[config.mk]
export PLATFORM = sky130hd
export DESIGN_NAME = tqv_periph_initiator
export DESIGN_NICKNAME = d
export VERILOG_FILES = /design/src/rtl/tqv_periph_initiator.sv
export SDC_FILE = /design/constraint.sdc
export NUM_CORES = 1
export LEC_CHECK = 0
export ABC_AREA = 0
export BUFFER_PORTS_ARGS = -buffer_cell sky130_fd_sc_hd__buf_2
export CAP_MARGIN = 20
export CORE_MARGIN = 2
export CORE_UTILIZATION = 40
export CTS_BUF_LIST = sky130_fd_sc_hd__clkbuf_8
export CTS_CLUSTER_DIAMETER = 30
export DETAILED_ROUTE_END_ITERATION = 16
export PLACE_DENSITY = 0.7
export SYNTH_ARGS = -nofsm -noshare
export SYNTH_HDL_FRONTEND = slang
export SYNTH_SLANG_ARGS = --single-unit
[constraint.sdc]
create_clock -name clk -period 1.65 [get_ports clk]
set_input_delay 0.0825 -clock clk [delete_from_list [all_inputs] [get_ports clk]]
set_output_delay 0.0825 -clock clk [all_outputs]
set_load 0.1 [all_outputs]
[src/rtl/tqv_periph_initiator.sv]
// Host-side initiator for the TinyQV peripheral port: accepts one read/write
// command at a time, drives the peripheral strobes and returns a response.
module tqv_periph_initiator #(
  parameter int TIMEOUT = 255
) (
  input  logic        clk,
  input  logic        rst_n,
  input  logic        cmd_valid,
  output logic        cmd_ready,
  input  logic        cmd_write,
  input  logic [1:0]  cmd_size,
  input  logic [5:0]  cmd_addr,
  input  logic [31:0] cmd_wdata,
  output logic        rsp_valid,
  input  logic        rsp_ready,
  output logic [31:0] rsp_rdata,
  output logic        rsp_err,
  output logic [5:0]  periph_address,
  output logic [31:0] periph_data_in,
  output logic [1:0]  periph_data_write_n,
  output logic [1:0]  periph_data_read_n,
  input  logic [31:0] periph_data_out,
  input  logic        periph_data_ready,
  output logic        busy
);

  localparam int CNT_W = (TIMEOUT > 1) ? $clog2(TIMEOUT) : 1;

  typedef enum logic [1:0] {IDLE, WRITE, READ, RESP} state_t;

  typedef struct packed {
    logic        err;
    logic [31:0] rdata;
  } rsp_t;

  state_t             state, state_d;
  rsp_t               rsp, rsp_d;
  logic [1:0]         size, size_d;
  logic [CNT_W-1:0]   cnt, cnt_d;
  logic               cmd_ready_d, rsp_valid_d, busy_d;
  logic [5:0]         addr_d;
  logic [31:0]        data_in_d;
  logic [1:0]         write_n_d, read_n_d;

  // Zero every byte above the transfer size.
  function automatic logic [31:0] size_mask(input logic [1:0] sz, input logic [31:0] v);
    case (sz)
      2'b00:   return {24'b0, v[7:0]};
      2'b01:   return {16'b0, v[15:0]};
      default: return v;
    endcase
  endfunction

  always_comb begin
    state_d     = state;
    rsp_d       = rsp;
    size_d      = size;
    cnt_d       = cnt;
    cmd_ready_d = cmd_ready;
    rsp_valid_d = rsp_valid;
    addr_d      = periph_address;
    data_in_d   = periph_data_in;
    write_n_d   = periph_data_write_n;
    read_n_d    = periph_data_read_n;
    case (state)
      IDLE: if (cmd_valid && cmd_ready) begin
        cmd_ready_d = 1'b0;
        size_d      = cmd_size;
        if (cmd_size == 2'b11) begin
          // Illegal size: answer straight away without touching the bus.
          rsp_d       = '{err: 1'b1, rdata: 32'd0};
          rsp_valid_d = 1'b1;
          state_d     = RESP;
        end else if (cmd_write) begin
          addr_d    = cmd_addr;
          data_in_d = size_mask(cmd_size, cmd_wdata);
          write_n_d = cmd_size;
          state_d   = WRITE;
        end else begin
          addr_d   = cmd_addr;
          read_n_d = cmd_size;
          cnt_d    = '0;
          state_d  = READ;
        end
      end
      WRITE: begin
        write_n_d   = 2'b11;
        rsp_d       = '{err: 1'b0, rdata: 32'd0};
        rsp_valid_d = 1'b1;
        state_d     = RESP;
      end
      READ: begin
        cnt_d = cnt + 1'b1;
        // Ready takes priority over an expiring timeout in the same cycle.
        if (periph_data_ready) begin
          rsp_d       = '{err: 1'b0, rdata: size_mask(size, periph_data_out)};
          rsp_valid_d = 1'b1;
          read_n_d    = 2'b11;
          state_d     = RESP;
        end else if (cnt == CNT_W'(TIMEOUT - 1)) begin
          rsp_d       = '{err: 1'b1, rdata: 32'd0};
          rsp_valid_d = 1'b1;
          read_n_d    = 2'b11;
          state_d     = RESP;
        end
      end
      RESP: if (rsp_ready) begin
        rsp_valid_d = 1'b0;
        cmd_ready_d = 1'b1;
        state_d     = IDLE;
      end
      default: state_d = IDLE;
    endcase
    busy_d = (state_d != IDLE);
  end

  always_ff @(posedge clk or negedge rst_n) begin
    if (!rst_n) begin
      state               <= IDLE;
      rsp                 <= '0;
      size                <= 2'b00;
      cnt                 <= '0;
      cmd_ready           <= 1'b1;
      rsp_valid           <= 1'b0;
      busy                <= 1'b0;
      periph_address      <= 6'd0;
      periph_data_in      <= 32'd0;
      periph_data_write_n <= 2'b11;
      periph_data_read_n  <= 2'b11;
    end else begin
      state               <= state_d;
      rsp                 <= rsp_d;
      size                <= size_d;
      cnt                 <= cnt_d;
      cmd_ready           <= cmd_ready_d;
      rsp_valid           <= rsp_valid_d;
      busy                <= busy_d;
      periph_address      <= addr_d;
      periph_data_in      <= data_in_d;
      periph_data_write_n <= write_n_d;
      periph_data_read_n  <= read_n_d;
    end
  end

  assign rsp_rdata = rsp.rdata;
  assign rsp_err   = rsp.err;

endmodule

Word level (Yosys, flattened, before mapping)
Index checks and enable logic that the tools add are counted.
- bits in registers: 90
- output and inout port bits: 78
- reduce and logical (&&, ||, !) cells: 18
- equal/unequal tests: 14
- bitwise operators: 1
- add/subtract/negate cells: 1
- muxes and demuxes: 37
- operators with widths (cell ; count):
    two-way mux 33 bit ; 4
    one-hot mux 32 bit (2 select lines) ; 2
    one-hot mux 33 bit (3 select lines) ; 1
    two-way mux 2 bit ; 14
    two-way mux 8 bit ; 3
    AND reduction 4 bit ; 5
    one-hot mux 8 bit (2 select lines) ; 1
    != test 2 bit, second input constant ; 6
    adder 8 x 1 -> 8 bit, second input constant ; 1
    equality test 8 bit, second input constant ; 1
    one-hot mux 2 bit (2 select lines) ; 2
    one-hot mux 2 bit (4 select lines) ; 1
    nonzero test 2 bit ; 4
    two-way mux 1 bit ; 7
    equality test 2 x 1 -> 1 bit, second input constant ; 3
    equality test 2 bit, second input constant ; 3
    zero test 2 bit ; 3
    AND reduction 3 bit ; 2
    AND reduction 5 bit ; 1
    one-hot mux 1 bit (4 select lines) ; 1
    != test 3 bit, second input constant ; 1
    nonzero test 3 bit ; 1
    one-hot mux 1 bit (2 select lines) ; 1
    AND reduction 2 bit ; 1
    2 further kinds ; 2

Depth between registers and ports, before layout
Gate-level depths: netlist of the first run.
- depth after elaboration: 5
- depth in mapped cells: 10
- depth with buffers taken out: 6

Least setup slack after synthesis of the first run
No wires, ideal clock.
- path type: reg-to-reg
- start point: register cmd_ready
- end point: register cnt[5]
- library setup time: 0.077 ns
- period minus slack after synthesis: 1.966 ns
- arrival: 1.889 ns
- setup slack: -0.316 ns
- cell stages (with the launch flop): 5
- cell sequence: dfstp_2 -> nand3_2 -> a2bb2oi_1 -> or4_1 -> a21oi_1
- longest elaborated chain between the ends: 3
- ends and longest elaborated chain (what ; RTL line ; source):
    from (decl) ; 9 ; output logic cmd_ready,
    from (signal assigned) ; 135 ; cmd_ready <= cmd_ready_d;
    logical AND 1 bit ; 66 ; IDLE: if (cmd_valid && cmd_ready) begin
    != test 2 bit (no source line) ; -- ;
    AND reduction 4 bit (no source line) ; -- ;
    to (signal assigned) ; 134 ; cnt <= cnt_d;
    to (decl) ; 39 ; logic [CNT_W-1:0] cnt, cnt_d;
Every way passes these cells.
A chain may end at the register's enable or synchronous reset.

Final worst setup path of the first run
- start point: register cmd_ready
- end point: register rsp (netlist bit rsp_rdata[17])
- longest elaborated chain between the ends: 3
- ends and longest elaborated chain (what ; RTL line ; source):
    logical AND 1 bit ; 66 ;
    != test 2 bit (no source line) ; -- ;
    AND reduction 4 bit (no source line) ; -- ;
    to (signal assigned) ; 132 ; rsp <= rsp_d;
    to (decl) ; 37 ; rsp_t rsp, rsp_d;
Every way passes these cells.

==> flow_summary.ini, run 1 <==
[yosys]
synth.avg_cell_area_sq_um = 9.97
ys_seq_area_share_pct = 56.5
synthCells = 401
ys_top_cells_by_area = dfrtp_1 (53%), nand2_1 (8.7%), o21ai_0 (8.4%)
synth_edf_count = 0
syn_area_sq_mm = 0.00400
synth-async-reset-ratio_pct = 100
synth_top_area_share_pct = 53.2
yosysTopAreaCell = dfrtp_1
synth_warnings = 0
ys.flop_type = dfrtp_1
yosysUniqueCellTypes = 36
synth.ff_latch_count = 90
synth_nets = 485

[grt]
grt_pass1_wl_um = 19300
track_usage_pct = 21.9
grt_max_degree = 55
grt_antenna_before_repair = 2
grt_overflow = 0
grt_pass1_vias = 3976

[sta]
setup_ws_ns = -0.116
setup-tns-final_ns = -1.01
clock_skew_ns = 0.0159
worstMarginPinSlew_ns = 0.519
setup_violations = 42
rsz0062_at_grt = true
period_share_pct = 107
finalHoldViolCount = 0
fmax_mhz = 566
finalMaxSlewViolations = 0
min_period_ns = 1.77
max_slew_margin_pct = 65.6

[run_status]
violations = negative setup slack
status = finished with violations

[power]
p_switching_mw = 8.82
ir_worst_vdd_mv = 1.41
finalPower_mw = 15.2
p_seq_share_pct = 22.1
clkPwrFrac_pct = 9.1
intPower_mw = 6.42
power.leakage_nw = 3.33
netSwitchingFraction_pct = 57.9
powerDensity_mw_per_mm2 = 2170
p_comb_share_pct = 68.9

[routing]
ant_nets = 0
detail_route.wl_per_cell_um = 18.2
vias = 4284
remaining_drc_errors = 0
drtIter0Drc = 247
wirelength_um = 14600
drt_first_pass_iters = 5
routed_via_density = 5.33

[setup_path]
cp.required_ns = 1.88
cp-end-kind = register
crit_arrival_ns = 2.00
path_max_fanout = 11
criticalPathCategory = reg -> reg
start_kind = register

[run]
cap_viol_max_count = 0

[cells_and_area]
area_growth_pct = 75.6
nets = 748
final_util_pct = 72.2
regArea_sq_mm = 0.00226
fill_cells = 629
drive_above_1_share_pct = 51.0
multi_input_area_sq_mm = 0.00220

[clock_tree]
cts_buffer_depth = 2
cts_htree_levels = 3
cts-root-buf = clkbuf_8
clk_latency_ns = 0.36
cts_inserted_buffers = 9
tritoncts = yes
cts.clk_slew.worst_paths_ns = 0.08
clock_sinks = 90

[floorplan]
die_h_um = 104
core_sq_mm = 0.00973
start_util_pct = 41.1
ioPinCount = 156
rows = 36
die-area_sq_mm = 0.0108
die_w_um = 104

[placed_design]
hpwl_um = 7400
pre_cts_slack_ns = -0.129
io_buffers = 155
gp_congestion = 0.860

[hold_path]
hold_class = in -> reg
power groups by stage:
| stage | clock network, mW | registers [mW] | logic (mW) |
|---|---|---|---|
| after CTS | 1.39 | 3.28 | 8.23 |
| final | 1.38 | 3.36 | 10.5 |
| after global placement | 0 | 3.29 | 7.77 |
| after global routing | 1.52 | 3.43 | 10.9 |
| after floorplan | 0 | 7.64 | 1.93 |
| after detailed placement | 0 | 3.31 | 7.87 |
sequential cells by signal, summed over array words and instances, names as in the netlist, 2 cells and up:
name and cells:
size 2, periph_data_in 32, state 2, periph_address 6, cnt 8, periph_data_read_n 2, rsp_rdata 32, periph_data_write_n 2
cell usage in the layout (no fill, tap or decap), drive strengths merged, types with 2 or more instances in the layout:
| master | instances |
|---|---|
| a21boi | 2 |
| a21o | 2 |
| a21oi | 10 |
| a2bb2oi | 2 |
| and3 | 5 |
| and4 | 2 |
| buf | 203 |
| clkbuf | 17 |
| clkinv | 3 |
| dfrtp | 85 |
| dfstp | 5 |
| diode | 2 |
| dlygate4sd3 | 71 |
| ha | 6 |
| inv | 9 |
| mux2 | 14 |
| mux2i | 2 |
| nand2 | 93 |
| nand2b | 2 |
| nand3 | 5 |
| nor2 | 5 |
| nor3 | 3 |
| o211ai | 2 |
| o21ai | 67 |
| o22a | 3 |
| o31a | 2 |
| o31ai | 34 |
| or2 | 2 |
| or3 | 6 |
area by class of cell:
type                    instances  share of cell area (%)
well taps                     133                    2.37
inverters                       8                   0.428
repair buffers                280                    31.2
diodes                          2                  0.0713
flip-flops and latches         90                    32.2
clock inverters                 4                   0.267
multi-input cells             275                    31.3
clock buffers                  11                    2.16
cells by family after synthesis:
family | Yosys count | synth area share [%]
and+or+nand+nor | 127 | 13.8
AOI/OAI and AO/OA | 125 | 19.0
DFF | 90 | 56.5
buffers and inverters | 37 | 4.41
muxes | 16 | 4.44
adders and majority gates | 6 | 1.88
per-layer routing:
layer	vias to the layer above	track usage [%]	wire, um
li1	1939	-	-
met2	208	37.0	7460
met5	-	0	0
met1	2079	27.3	5580
met3	58	4.95	851
met4	0	8.88	752
worst max-delay path, cell delays in order, from the launching register on:
cell,delay [ns]
dfstp_4,0.68
and4_4,0.25
mux2i_4,0.08
buf_6,0.16
buf_12,0.16
o21ai_1,0.21
o31ai_2,0.11
synthesized netlist by cell type (3+ instances only):
cell type  count
nand2_1       93
dfrtp_1       85
o21ai_0       67
o31ai_1       34
mux2_2        14
clkbuf_1      13
a21oi_1       10
buf_2          9
inv_1          8
ha_1           6
or3_1          6
and3_1         5
buf_4          5
dfstp_2        5
nor2_1         5
nand3_1        4
nor3_1         3
o22a_1         3
per-stage QoR:
stage               hold slack [ns]  area [sq um]  std cells
floorplan                    -0.213          4080        401
global route                 0.0286          7020        803
CTS                         0.00618          6210        784
detailed placement           0.0504          5170        690
global placement             0.0526          5170        690
finish                       0.0422          7020        803
what timing repair did:
item	in CTS	in global routing
buffers inserted	6	5
gates cloned	2	12
hold buffers	71	0
pin swaps	5	28
gates resized for setup	26	140
endpoints found under the setup margin	71	75
endpoints found under the hold margin	99	0
final timing paths:
kind / cells after the start / to / slack (ns) / startpoint
setup / recovery: 6 / rsp_rdata[17]$_DFFE_PN0P_ / -0.12 / cmd_ready$_DFFE_PN1P_
max in group asynchronous: 3 / cmd_ready$_DFFE_PN1P_ / 0.81 / rst_n
hold / removal: 3 / size[1]$_DFFE_PN0P_ / 0.04 / cmd_size[1]
min in group asynchronous: 2 / rsp_rdata[28]$_DFFE_PN0P_ / 0.20 / rst_n
setup reg to reg: 6 / rsp_rdata[17]$_DFFE_PN0P_ / -0.12 / cmd_ready$_DFFE_PN1P_
hold reg to reg: 2 / periph_data_in[19]$_DFFE_PN0P_ / 0.48 / periph_data_in[19]$_DFFE_PN0P_
No activity file was read; power rests on OpenSTA's default activity.
==> inputs of run 2 (changes only) <==
CORE_UTILIZATION = 26   (was 40)
CTS_CLUSTER_DIAMETER = not set   (was 30)
PLACE_DENSITY = not set   (was 0.7)
==> flow_summary.ini, run 2 (synthesized netlist as in run 1, its figures left out) <==
[grt]
grt_pass1_wl_um = 18900
grt_pass1_vias = 4024
grt_antenna_before_repair = 0
track_usage_pct = 14.5
grt_max_degree = 91
grt_overflow = 0

[routing]
ant_nets = 0
wirelength_um = 13700
drtIter0Drc = 120
routed_via_density = 4.73
detail_route.wl_per_cell_um = 16.0
drt_first_pass_iters = 4
remaining_drc_errors = 0
vias = 4053

[sta]
hold_ws_ns = 0.129
min_period_ns = 1.74
setup_ws_ns = -0.0898
fmax_mhz = 575
period_share_pct = 105
worstMarginPinSlew_ns = 0.562
finalHoldViolCount = 0
clock_skew_ns = 0.00834
setup-tns-final_ns = -1.23
rsz0062_at_grt = true
finalMaxSlewViolations = 0
max_slew_margin_pct = 62.5
setup_violations = 46

[power]
ir_worst_vdd_mv = 1.07
powerDensity_mw_per_mm2 = 2110
power.leakage_nw = 3.29
finalPower_mw = 14.4

[setup_path]
criticalPathCategory = reg -> reg
cp.required_ns = 1.95
rr_worst_depth = 7
path_max_fanout = 8
cp-end-kind = register
start_kind = register
crit_arrival_ns = 2.04

[floorplan]
core_sq_mm = 0.0151
die_w_um = 128
die-area_sq_mm = 0.0164
ioPinCount = 156
rows = 45
die_h_um = 128
start_util_pct = 26.5

[hold_path]
hold_class = in -> reg
hold_path_depth = 3

[run_status]
status = finished with violations
violations = negative setup slack

[cells_and_area]
area_growth_pct = 70.8
nets = 748
fin_cells = 857
final_cell_mix = buf_2 (153), dfrtp_1 (84), nand2_1 (82)
diodes = 0
layout_commonest_cell = buf_2
drive_above_1_share_pct = 45.1

[placed_design]
pre_cts_slack_ns = -0.0996
placed_cells = 745
gp_congestion = 0.807
hpwl_um = 7640
io_buffers = 155

[clock_tree]
cts_htree_levels = 3
tritoncts = yes
clock_sinks = 90
clk_latency_ns = 0.37
cts.clk_slew.worst_paths_ns = 0.09
cts-root-buf = clkbuf_8
cts_buffer_depth = 2
cts_inserted_buffers = 9

[run]
cap_viol_max_count = 0
run 2: cell count changes in the layout (fill, tap and decap cells not counted), moves of 7 or more:
cell | previous run | this run
o31ai_1 | 4 | 29
o21ai_2 | 19 | 12
o21ai_0 | 14 | 25
o31ai_2 | 24 | 5
o21ai_4 | 12 | 1
o21ai_1 | 22 | 29
run 2: worst paths after layout:
kind | start | end | slack [ns]
max | state[0]$_DFF_PN0_ | cnt[5]$_DFFE_PN0P_ | -0.09
min | periph_data_ready | rsp_err$_DFFE_PN0P_ | 0.13
max reg2reg | state[0]$_DFF_PN0_ | cnt[5]$_DFFE_PN0P_ | -0.09
min reg2reg | periph_data_in[20]$_DFFE_PN0P_ | periph_data_in[20]$_DFFE_PN0P_ | 0.49
max in group asynchronous | rst_n | rsp_rdata[13]$_DFFE_PN0P_ | 0.94
min in group asynchronous | rst_n | periph_data_in[6]$_DFFE_PN0P_ | 0.21
run 2: worst max-delay path: stages (launching register included):
cell and delay [ns]:
dfrtp_1 0.40, inv_2 0.10, ha_4 0.14, buf_6 0.11, nand3_4 0.08, a2bb2oi_4 0.18, or4_4 0.53, a21oi_2 0.12
run 2: final cells by class:
cell class,instances,area (sq um)
timing repair buffer,281,2190
tap,188,235
sequential,90,2260
clock inverter,5,53.8
clock buffer,11,151
multi-input combinational,274,1910
fill,1409,8260
inverter,8,30.0
run 2: what timing repair did:
item | 4_1_cts | 5_1_grt
endpoints found under the hold margin | 158 | 0
cloned | 0 | 12
hold buffers | 74 | 0
setup endpoints to repair | 49 | 68
pin swaps | 4 | 27
gates resized for setup | 10 | 97
setup buffers | 4 | 6
run 2: layer usage:
metal  up-vias  GRT usage, %  wire (um)
met2       101          25.9       7070
met1      1993          16.9       5890
met5         -             0          0
met4         0          7.11        326
li1       1935             -          -
met3        24          2.34        434
run 2: stage by stage:
| stage | util (%) | cell area [sq um] |
|---|---|---|
| floorplan | - | 4080 |
| global placement | 34.7 | 5240 |
| detailed placement | 34.7 | 5240 |
| CTS | 41.4 | 6250 |
| global route | 45.3 | 6830 |
| finish | 45.3 | 6830 |
run 2: power by group:
group          internal (mW)  switching [mW]
combinational           2.60            6.90
clock                  0.776           0.823
sequential              2.90           0.413
